[src/rtl/bell_scheduler.sv]
// bell_scheduler: arbitrates four note requesters onto one bell with hold/gap timing and fixed-priority preemption
// Ports: clk/rst (async active-high); req[i] level request, note[3i+2:3i] tone code (0 = silence),
//        prio_mode 0 = fixed (3 highest) / 1 = round-robin; grant one-hot owner, bell_code latched tone,
//        busy = PLAY or GAP, done[i] one-cycle pulse when requester i's note completes normally.
module bell_scheduler #(
  parameter int TICK_DIV   = 50000,
  parameter int HOLD_TICKS = 250,
  parameter int GAP_TICKS  = 20
) (
  input  logic        clk,
  input  logic        rst,
  input  logic [3:0]  req,
  input  logic [11:0] note,
  input  logic        prio_mode,
  output logic [3:0]  grant,
  output logic [2:0]  bell_code,
  output logic        busy,
  output logic [3:0]  done
);
  localparam int PW = $clog2(TICK_DIV);
  typedef enum logic [1:0] {IDLE, PLAY, GAP} state_t;
  state_t r_state, w_next;
  logic [PW-1:0] r_pre;
  logic [9:0] r_tick;
  logic [3:0] r_grant, r_done, w_elig;
  logic [2:0] r_code;
  logic [1:0] r_rr, w_fix, w_rr, w_win;
  logic w_rr_hit, w_load, w_clr, w_tick, w_play_end, w_gap_end, w_preempt;
  always_comb begin
    w_elig = '0;
    for (int i = 0; i < 4; i++) w_elig[i] = req[i] && (note[3*i +: 3] != 3'd0);
  end
  assign w_fix = w_elig[3] ? 2'd3 : w_elig[2] ? 2'd2 : w_elig[1] ? 2'd1 : 2'd0;
  // search upward from the slot after the last winner, wrapping mod 4
  always_comb begin
    logic [1:0] idx;
    w_rr = r_rr;
    w_rr_hit = 1'b0;
    for (int k = 1; k <= 4; k++) begin
      idx = r_rr + 2'(k);
      if (!w_rr_hit && w_elig[idx]) begin
        w_rr_hit = 1'b1;
        w_rr = idx;
      end
    end
  end
  assign w_win      = prio_mode ? w_rr : w_fix;
  assign w_tick     = r_pre == PW'(TICK_DIV - 1);
  assign w_play_end = w_tick && r_tick == 10'(HOLD_TICKS - 1);
  assign w_gap_end  = w_tick && r_tick == 10'(GAP_TICKS - 1);
  assign w_preempt  = !prio_mode && w_elig[3] && !r_grant[3];
  always_comb begin
    w_next = r_state;
    w_load = 1'b0;
    case (r_state)
      IDLE: begin
        w_next = |w_elig ? PLAY : IDLE;
        w_load = |w_elig;
      end
      PLAY: begin
        w_next = w_play_end ? GAP : PLAY;
        w_load = !w_play_end && w_preempt;
      end
      GAP: w_next = w_gap_end ? IDLE : GAP;
      default: w_next = IDLE;
    endcase
  end
  // a preemption restarts PLAY, so it clears the timers like a state entry
  assign w_clr = w_load || w_next != r_state || r_state == IDLE;
  always_ff @(posedge clk or posedge rst) begin
    if (rst) begin
      r_state <= IDLE;
      r_pre   <= '0;
      r_tick  <= '0;
      r_grant <= '0;
      r_code  <= '0;
      r_done  <= '0;
      r_rr    <= 2'd3;
    end else begin
      r_state <= w_next;
      r_done  <= '0;
      if (w_clr) begin
        r_pre  <= '0;
        r_tick <= '0;
      end else if (w_tick) begin
        r_pre  <= '0;
        r_tick <= r_tick + 10'd1;
      end else begin
        r_pre <= r_pre + 1'b1;
      end
      if (w_load) begin
        r_grant <= 4'b0001 << w_win;
        r_code  <= note[3*w_win +: 3];
        r_rr    <= w_win;
      end else if (r_state == PLAY && w_play_end) begin
        r_grant <= '0;
        r_code  <= '0;
        r_done  <= r_grant;
      end
    end
  end
  assign grant     = r_grant;
  assign bell_code = r_code;
  assign done      = r_done;
  assign busy      = r_state != IDLE;
endmodule

[config.mk]
export PLATFORM = sky130hd
export DESIGN_NAME = bell_scheduler
export DESIGN_NICKNAME = d
export VERILOG_FILES = /design/src/rtl/bell_scheduler.sv
export SDC_FILE = /design/constraint.sdc
export NUM_CORES = 1
export LEC_CHECK = 0
export ABC_AREA = 1
export BUFFER_PORTS_ARGS = -buffer_cell sky130_fd_sc_hd__buf_2
export CAP_MARGIN = 30
export CORE_MARGIN = 10
export CORE_UTILIZATION = 52
export DETAILED_ROUTE_END_ITERATION = 6
export PLACE_DENSITY = 0.75
export SLEW_MARGIN = 20
export SYNTH_ARGS = -nofsm -noshare
export SYNTH_HDL_FRONTEND = slang
export SYNTH_SLANG_ARGS = --single-unit
[constraint.sdc]
create_clock -name clk -period 1.86 [get_ports clk]
set_input_delay 0.186 -clock clk [delete_from_list [all_inputs] [get_ports clk]]
set_output_delay 0.186 -clock clk [all_outputs]
set_load 0.01 [all_outputs]
* Yosys cells after proc, flatten, opt, wreduce, memory -nomap -nowiden
Cells that the tools add are included.
Word-level totals: output and inout bits 12, logic and storage cells 89, input port bits 19, register bits after elaboration 41
Operators by class: multiply operators 1, add/sub/neg operators 5, reduce and logical (&&, ||, !) cells 30, eq/ne operators 6, order comparisons 4, shift operators 2, muxes and demuxes 34
Operators with widths (number):
- two-way mux 16 bit | 2
- two-way mux 10 bit | 2
- two-way mux 2 bit | 9
- adder 16 x 1 -> 16 bit (second input constant) | 1
- == test 16 bit (second input constant) | 1
- two-way mux 4 bit | 4
- logical AND 1 bit | 13
- less-than comparator 2 x 3 -> 1 bit (second input constant) | 4
- nonzero test 3 bit | 4
- variable part select 12 x 5 -> 3 bit | 1
- adder 10 x 1 -> 10 bit (second input constant) | 1
- == test 10 x 5 -> 1 bit (second input constant) | 1
- == test 10 x 8 -> 1 bit (second input constant) | 1
- two-way mux 1 bit | 9
- binary-select mux 1 bit (select 2 bit) | 4
- zero test 1 bit | 6
- two-way mux 3 bit | 2
- case mux 2 bit (3 select lines) | 1
- nonzero test 2 bit | 3
- adder 2 bit (second input constant) | 2
- multiplier 2 x 2 -> 4 bit (first input constant) | 1
- OR reduction 4 bit | 1
- left shift 1 x 2 -> 4 bit (first input constant) | 1
- adder 2 x 1 -> 2 bit (second input constant) | 1
- other kinds (6) | 7

* Longest topological paths before layout
word-level depth 18, gate-level depth with buffers 14, gate-level depth less buffers 14

* Worst setup path after synthesis
OpenSTA, ideal clock, no wires.
path kind register to register, from register r_rr[0], to register r_grant[0], in the netlist grant[0], setup time 0.121 ns, path buffers 1, clock period less this slack 1.902 ns, stages on the path, launching flop included 12, required time 1.739 ns, setup slack -0.042 ns, arrival time 1.781 ns, cells stage by stage dfstp_2 > buf_2 > inv_2 > nand3_1 > nand3_1 > nand2_2 > nand3_1 > nand2_2 > nand3_4 > nand2_2 > nor2_1 > a22o_1
Between the ends: longest elaborated chain between the ends 16, elaborated cells between the ends (all ways) 27, classes of those cells add/sub: 3; shift: 1; mux: 17; reduce/logical: 6
Ends and longest elaborated chain:
- from (decl) | RTL line 27 | logic [1:0] r_rr, w_fix, w_rr, w_win;
- from (signal assigned) | RTL line 94 | r_rr <= w_win;
- adder 2 x 1 -> 2 bit | RTL line 40 | idx = r_rr + 2'(k);
- binary-select mux 1 bit (select 2 bit) | RTL line 41 | if (!w_rr_hit && w_elig[idx]) begin
- two-way mux 1 bit (implied by the code) | RTL line 41
- two-way mux 1 bit | RTL line 41
- zero test 1 bit | RTL line 41
- logical AND 1 bit | RTL line 41
- two-way mux 1 bit | RTL line 41
- zero test 1 bit | RTL line 41
- logical AND 1 bit | RTL line 41
- two-way mux 1 bit | RTL line 41
- zero test 1 bit | RTL line 41
- logical AND 1 bit | RTL line 41
- two-way mux 2 bit * | RTL line 41
- two-way mux 2 bit * | RTL line 47 | assign w_win = prio_mode ? w_rr : w_fix;
- left shift 1 x 2 -> 4 bit * | RTL line 92 | r_grant <= 4'b0001 << w_win;
- two-way mux 4 bit * | RTL line 91 | if (w_load) begin
- to (signal assigned) | RTL line 92
- to (decl) | RTL line 25 | logic [3:0] r_grant, r_done, w_elig;
Mark *: on every way between the ends. The rest lies on a longest branch, timed or not. The select of a mux whose other input is x is not followed. A chain may end at the register's enable or synchronous reset.

* Worst setup path after layout
from register r_pre[0], to register r_pre[11]
Between the ends: longest elaborated chain between the ends 8, elaborated cells between the ends (all ways) 15, classes of those cells add/sub: 1; eq/ne: 2; mux: 6; reduce/logical: 6
Ends and longest elaborated chain:
- from (decl) | RTL line 23 | logic [PW-1:0] r_pre;
- from (signal assigned) | RTL line 89 | r_pre <= r_pre + 1'b1;
- == test 16 bit | RTL line 48 | assign w_tick = r_pre == PW'(TICK_DIV - 1);
- logical AND 1 bit (on tied branches) | RTL line 49, 50
- two-way mux 2 bit, or another cell as far along | RTL line 61 | w_next = w_play_end ? GAP : PLAY;
- case mux 2 bit (3 select lines) or logical AND 1 bit (tied branches) | RTL line 55, 62
- != test 2 bit or case mux 1 bit (2 select lines) (tied branches) | RTL line 69, 55
- logical OR 1 bit (2 in series) | RTL line 69 | assign w_clr = w_load || w_next != r_state || r_state == IDLE;
- two-way mux 16 bit * | RTL line 82 | if (w_clr) begin
Mark *: on every way between the ends. The rest lies on a longest branch, timed or not.

==> results by group <==
Status
  • Status: finished, violations left
  • Failing checks: hold timing, setup timing

Drt
  • # DRC: 0
  • Final WL: between 8 and 9 mm
  • Via/cell ratio: 5.720
  • Antenna-violating nets left: 0
  • Drt pass-1 iters: 5
  • WL per Instance: ~17 um
  • Vias: 2780
  • Starting DRT DRC Count: 166

STA
  • Pins over their slew limit: 0
  • RSZ-0062 raised after global routing: yes
  • Worst Tran Pin Value: around 520 ps
  • Final period utilization: 114.7%
  • Final-report setup violation count: 37
  • Final Hold Violating Endpoints: 4
  • Final WS setup: -273.2 ps
  • WHS: -2.732 ps
  • Fin crit period: about 2100 ps
  • Slew margin rel.: about two thirds
  • Achievable Freq: between 400 and 500 MHz
  • Worst Skew: ~10 ps

Clock network
  • Clock sink count: between 40 and 50
  • Total CTS buffers: 5
  • Hold-fix buffers, CTS: 0
  • CTS tree: yes
  • H-tree Lvls: 2
  • Skew-Pair Late Insertion Delay: 300 ps
  • Clk buf depth: 2
  • Root Buffer: clkbuf_8
  • Clk pin slew, worst setup/hold paths: ~90 ps

Min path
  • Worst hold path type: in2async

Critical path
  • CP dominant cell by count: buf_4
  • Req. time, crit path: between 2000 and 2500 ps
  • Crit path buf inv count: 4
  • Setup CP Type: reg2reg
  • Slowest CP cell: dfrtp_1
  • Worst R2R Start: r_pre[0]$_DFF_PP0_
  • Worst setup startpoint: r_pre[0]$_DFF_PP0_
  • Delay-heaviest family, CP: simple AND/OR/NAND/NOR gates
  • Critical Path Sink Type: flop
  • Crit Path Max Fanout: 2
  • Reg2Reg Depth: 14
  • Critical path arrival: 2330 ps
  • RR Endpoint: r_pre[11]$_DFF_PP0_
  • Startpoint Class: flop
  • FF-to-FF setup slack: -270 ps
  • Critical-path cell list: buf_4, buf_4, nand3_1, nor2_1, inv_1, nor2_2, nand2_2, nor2_2, nand2_1, nor2_1, nand2_1, buf_4, xor2_2, nor2_4
  • Crit path largest cell delay: 370 ps

Pwr
  • Clock power share: 20.7%
  • Pint: around 2500 uW
  • Net Sw Frac: a little over two fifths
  • Gate power share: roughly 51%
  • P_sw: roughly 1800 uW
  • Leakage: around 0.0018 uW
  • Power density cells: 1137 mW/mm^2
  • Maximum VDD drop: 0.001064 V
  • Share of power burned in registers: 28.0%

Flow run
  • MaxCap Viol Count: 0

Die
  • Die width: 89.75 um
  • Core ar.: 0.004723 mm^2
  • Row cnt: 25
  • Die height: approximately 90 um
  • Die footprint: 0.008055 mm^2
  • Starting Density: between 50% and 60%
  • I/O pin cnt: 31

Synth
  • Compound-cell area share of the yosys netlist: 4.105%
  • Post-synth EDFFs: 0
  • #FFs+latches synth: 41
  • Mapped Area: approximately 0.0025 mm^2
  • Area leader, netlist: dfrtp_1
  • Syn_nets: 347
  • Post-Synth Simple-Gate Area: approximately 43%
  • Commonest cells in the synthesized netlist: nand2_1, nand3_1, dfrtp_1, nor2_1, inv_1
  • Top-area cell type share of the netlist area: around two fifths
  • Post-Synth XOR/XNOR Area: 4.451%
  • Syn avg cell area: around 8 um^2
  • Top_reg_cell synth: dfrtp_1
  • Count of cell types in the netlist: 39
  • Gate Count Post-Synth: 325
  • Largest family of logic cells by synthesized area: simple AND/OR/NAND/NOR gates
  • Async S/R FF share, synth: 100.0%
  • Post-synthesis mux area share: 0%
  • Most frequent cell after synthesis: nand2_1
  • Post-Synth Adder-Cell Area: 1.484%
  • Top cells by area, synth: dfrtp_1, nand2_1, nand3_1, nor2_1, inv_1
  • YS warnings: 0
  • Sequential fraction of the synthesis area: 40.65%

Global routing
  • Tot GR Track Use: ~17%
  • Grt total ovfl: 0
  • Largest net degree at the start of global routing: 42
  • Vias in the first global route: between 2000 and 3000
  • Initial antenna violation count: 0
  • Global-route wire length before repair: roughly 12 mm

Cells and area
  • # diodes: 0
  • Final Net Count: 440
  • Post-route cell area: ~0.0038 mm^2
  • Syn-to-layout area delta: 49.26%
  • Share of cells above drive strength 1: between 40% and 50%

Placement
  • Final HPWL DP: between 5 and 6 mm
  • Pre-CTS setup slack: -100.9 ps
  • Placed inst area: approximately 0.0031 mm^2
  • Placer Congestion: a little under 0.9
  • Buffers on Ports: 30
==> repair_timing <==
action,in CTS,in global routing
pin swaps,8,26
resized for setup,36,62
buffers inserted,3,7
endpoints found under the setup margin,30,38
gates cloned,1,1
==> cell type report <==
cell class                 count  area, um^2
clock inverter                 3       68.82
tap                           67       83.83
inverter                      34       135.1
timing repair buffer          90       693.2
sequential                    41        1028
multi-input combinational    246        1698
fill                         251       947.2
clock buffer                   5       68.82
==> cells by family (layout without fill, tap and decap cells) <==
kind of cell	Yosys count	in the layout
AOI/OAI and AO/OA	17	17
xor gates and xnor gates	12	12
adders and majority gates	3	3
buffers and inverters	38	132
DFF	41	41
and+or+nand+nor	214	214
==> power by group through the flow <==
stage	clock, uW	sequential [uW]	combinational, uW
after floorplan	0	1180	1050
after global placement	0	1180	1530
after detailed placement	0	1180	1580
after CTS	883	1190	1800
after global routing	930	1220	2390
final	887	1200	2200
==> worst min-delay path, delay by kind of cell <==
kind	cells	cell delay, ps
buffers and inverters	3	570
==> layer usage <==
| metal | vias up | share of wire, % | wire, um | global-route usage (%) |
|---|---|---|---|---|
| met4 | 0 | 3.4 | 272 | 5.660 |
| li1 | 1266 | - | - | - |
| met5 | - | 0 | 0 | 0 |
| met3 | 41 | 6.8 | 551 | 3.990 |
| met1 | 1313 | 38 | 3112 | 19.10 |
| met2 | 160 | 51 | 4164 | 31.66 |
==> metrics by stage <==
step | util [%] | instances | total power, uW | TNS, ps | hold WS [ps]
finish | 79.95 | 486 | 4292 | -5069 | -2.732
global route | 79.95 | 486 | 4543 | -8702 | 46.97
CTS | 73.35 | 478 | 3866 | -1332 | 20.71
detailed placement | 66.15 | 466 | 2761 | -1206 | 343.1
global placement | 66.15 | 466 | 2706 | -278.1 | 344.7
floorplan | - | 325 | 2239 | 0 | 415.0
==> state kept, by name, indices dropped and copies added (netlist names) <==
signal,cells
r_pre,16
r_tick,10
done,4
grant,4
bell_code,3
r_rr,2
r_state,2
==> cell usage in the layout, fill, tap and decap left out, types with 3 or more instances in the layout <==
cell type / n
nor3_2: 5
nand3_1: 35
o21ai_2: 3
nand2_1: 60
inv_4: 3
nand3_2: 14
nand3_4: 6
nor3_1: 8
o21ai_0: 3
inv_2: 4
nor4_2: 3
nor2_1: 20
buf_2: 30
nand4_1: 10
nor2_2: 11
clkbuf_8: 5
nand2_4: 6
xor2_1: 9
dfrtp_1: 39
a31oi_1: 3
buf_6: 8
nor2_4: 6
inv_1: 27
buf_4: 48
nor3b_2: 6
nand2_2: 14
==> how the worst max path moves through the flow <==
stage | end | slack, ps | cells after the start
3_3_place_gp | r_tick[1]$_DFFE_PP0P_ | -50 | 12
2_1_floorplan | r_tick[2]$_DFFE_PP0P_ | 2 | 12
5_1_grt | r_pre[11]$_DFF_PP0_ | -380 | 14
6_report | r_pre[11]$_DFF_PP0_ | -270 | 14
3_5_place_dp | r_tick[1]$_DFFE_PP0P_ | -100 | 12
4_1_cts | r_tick[8]$_DFFE_PP0P_ | -90 | 12
Note: power is estimated with default switching activity, not from simulation.
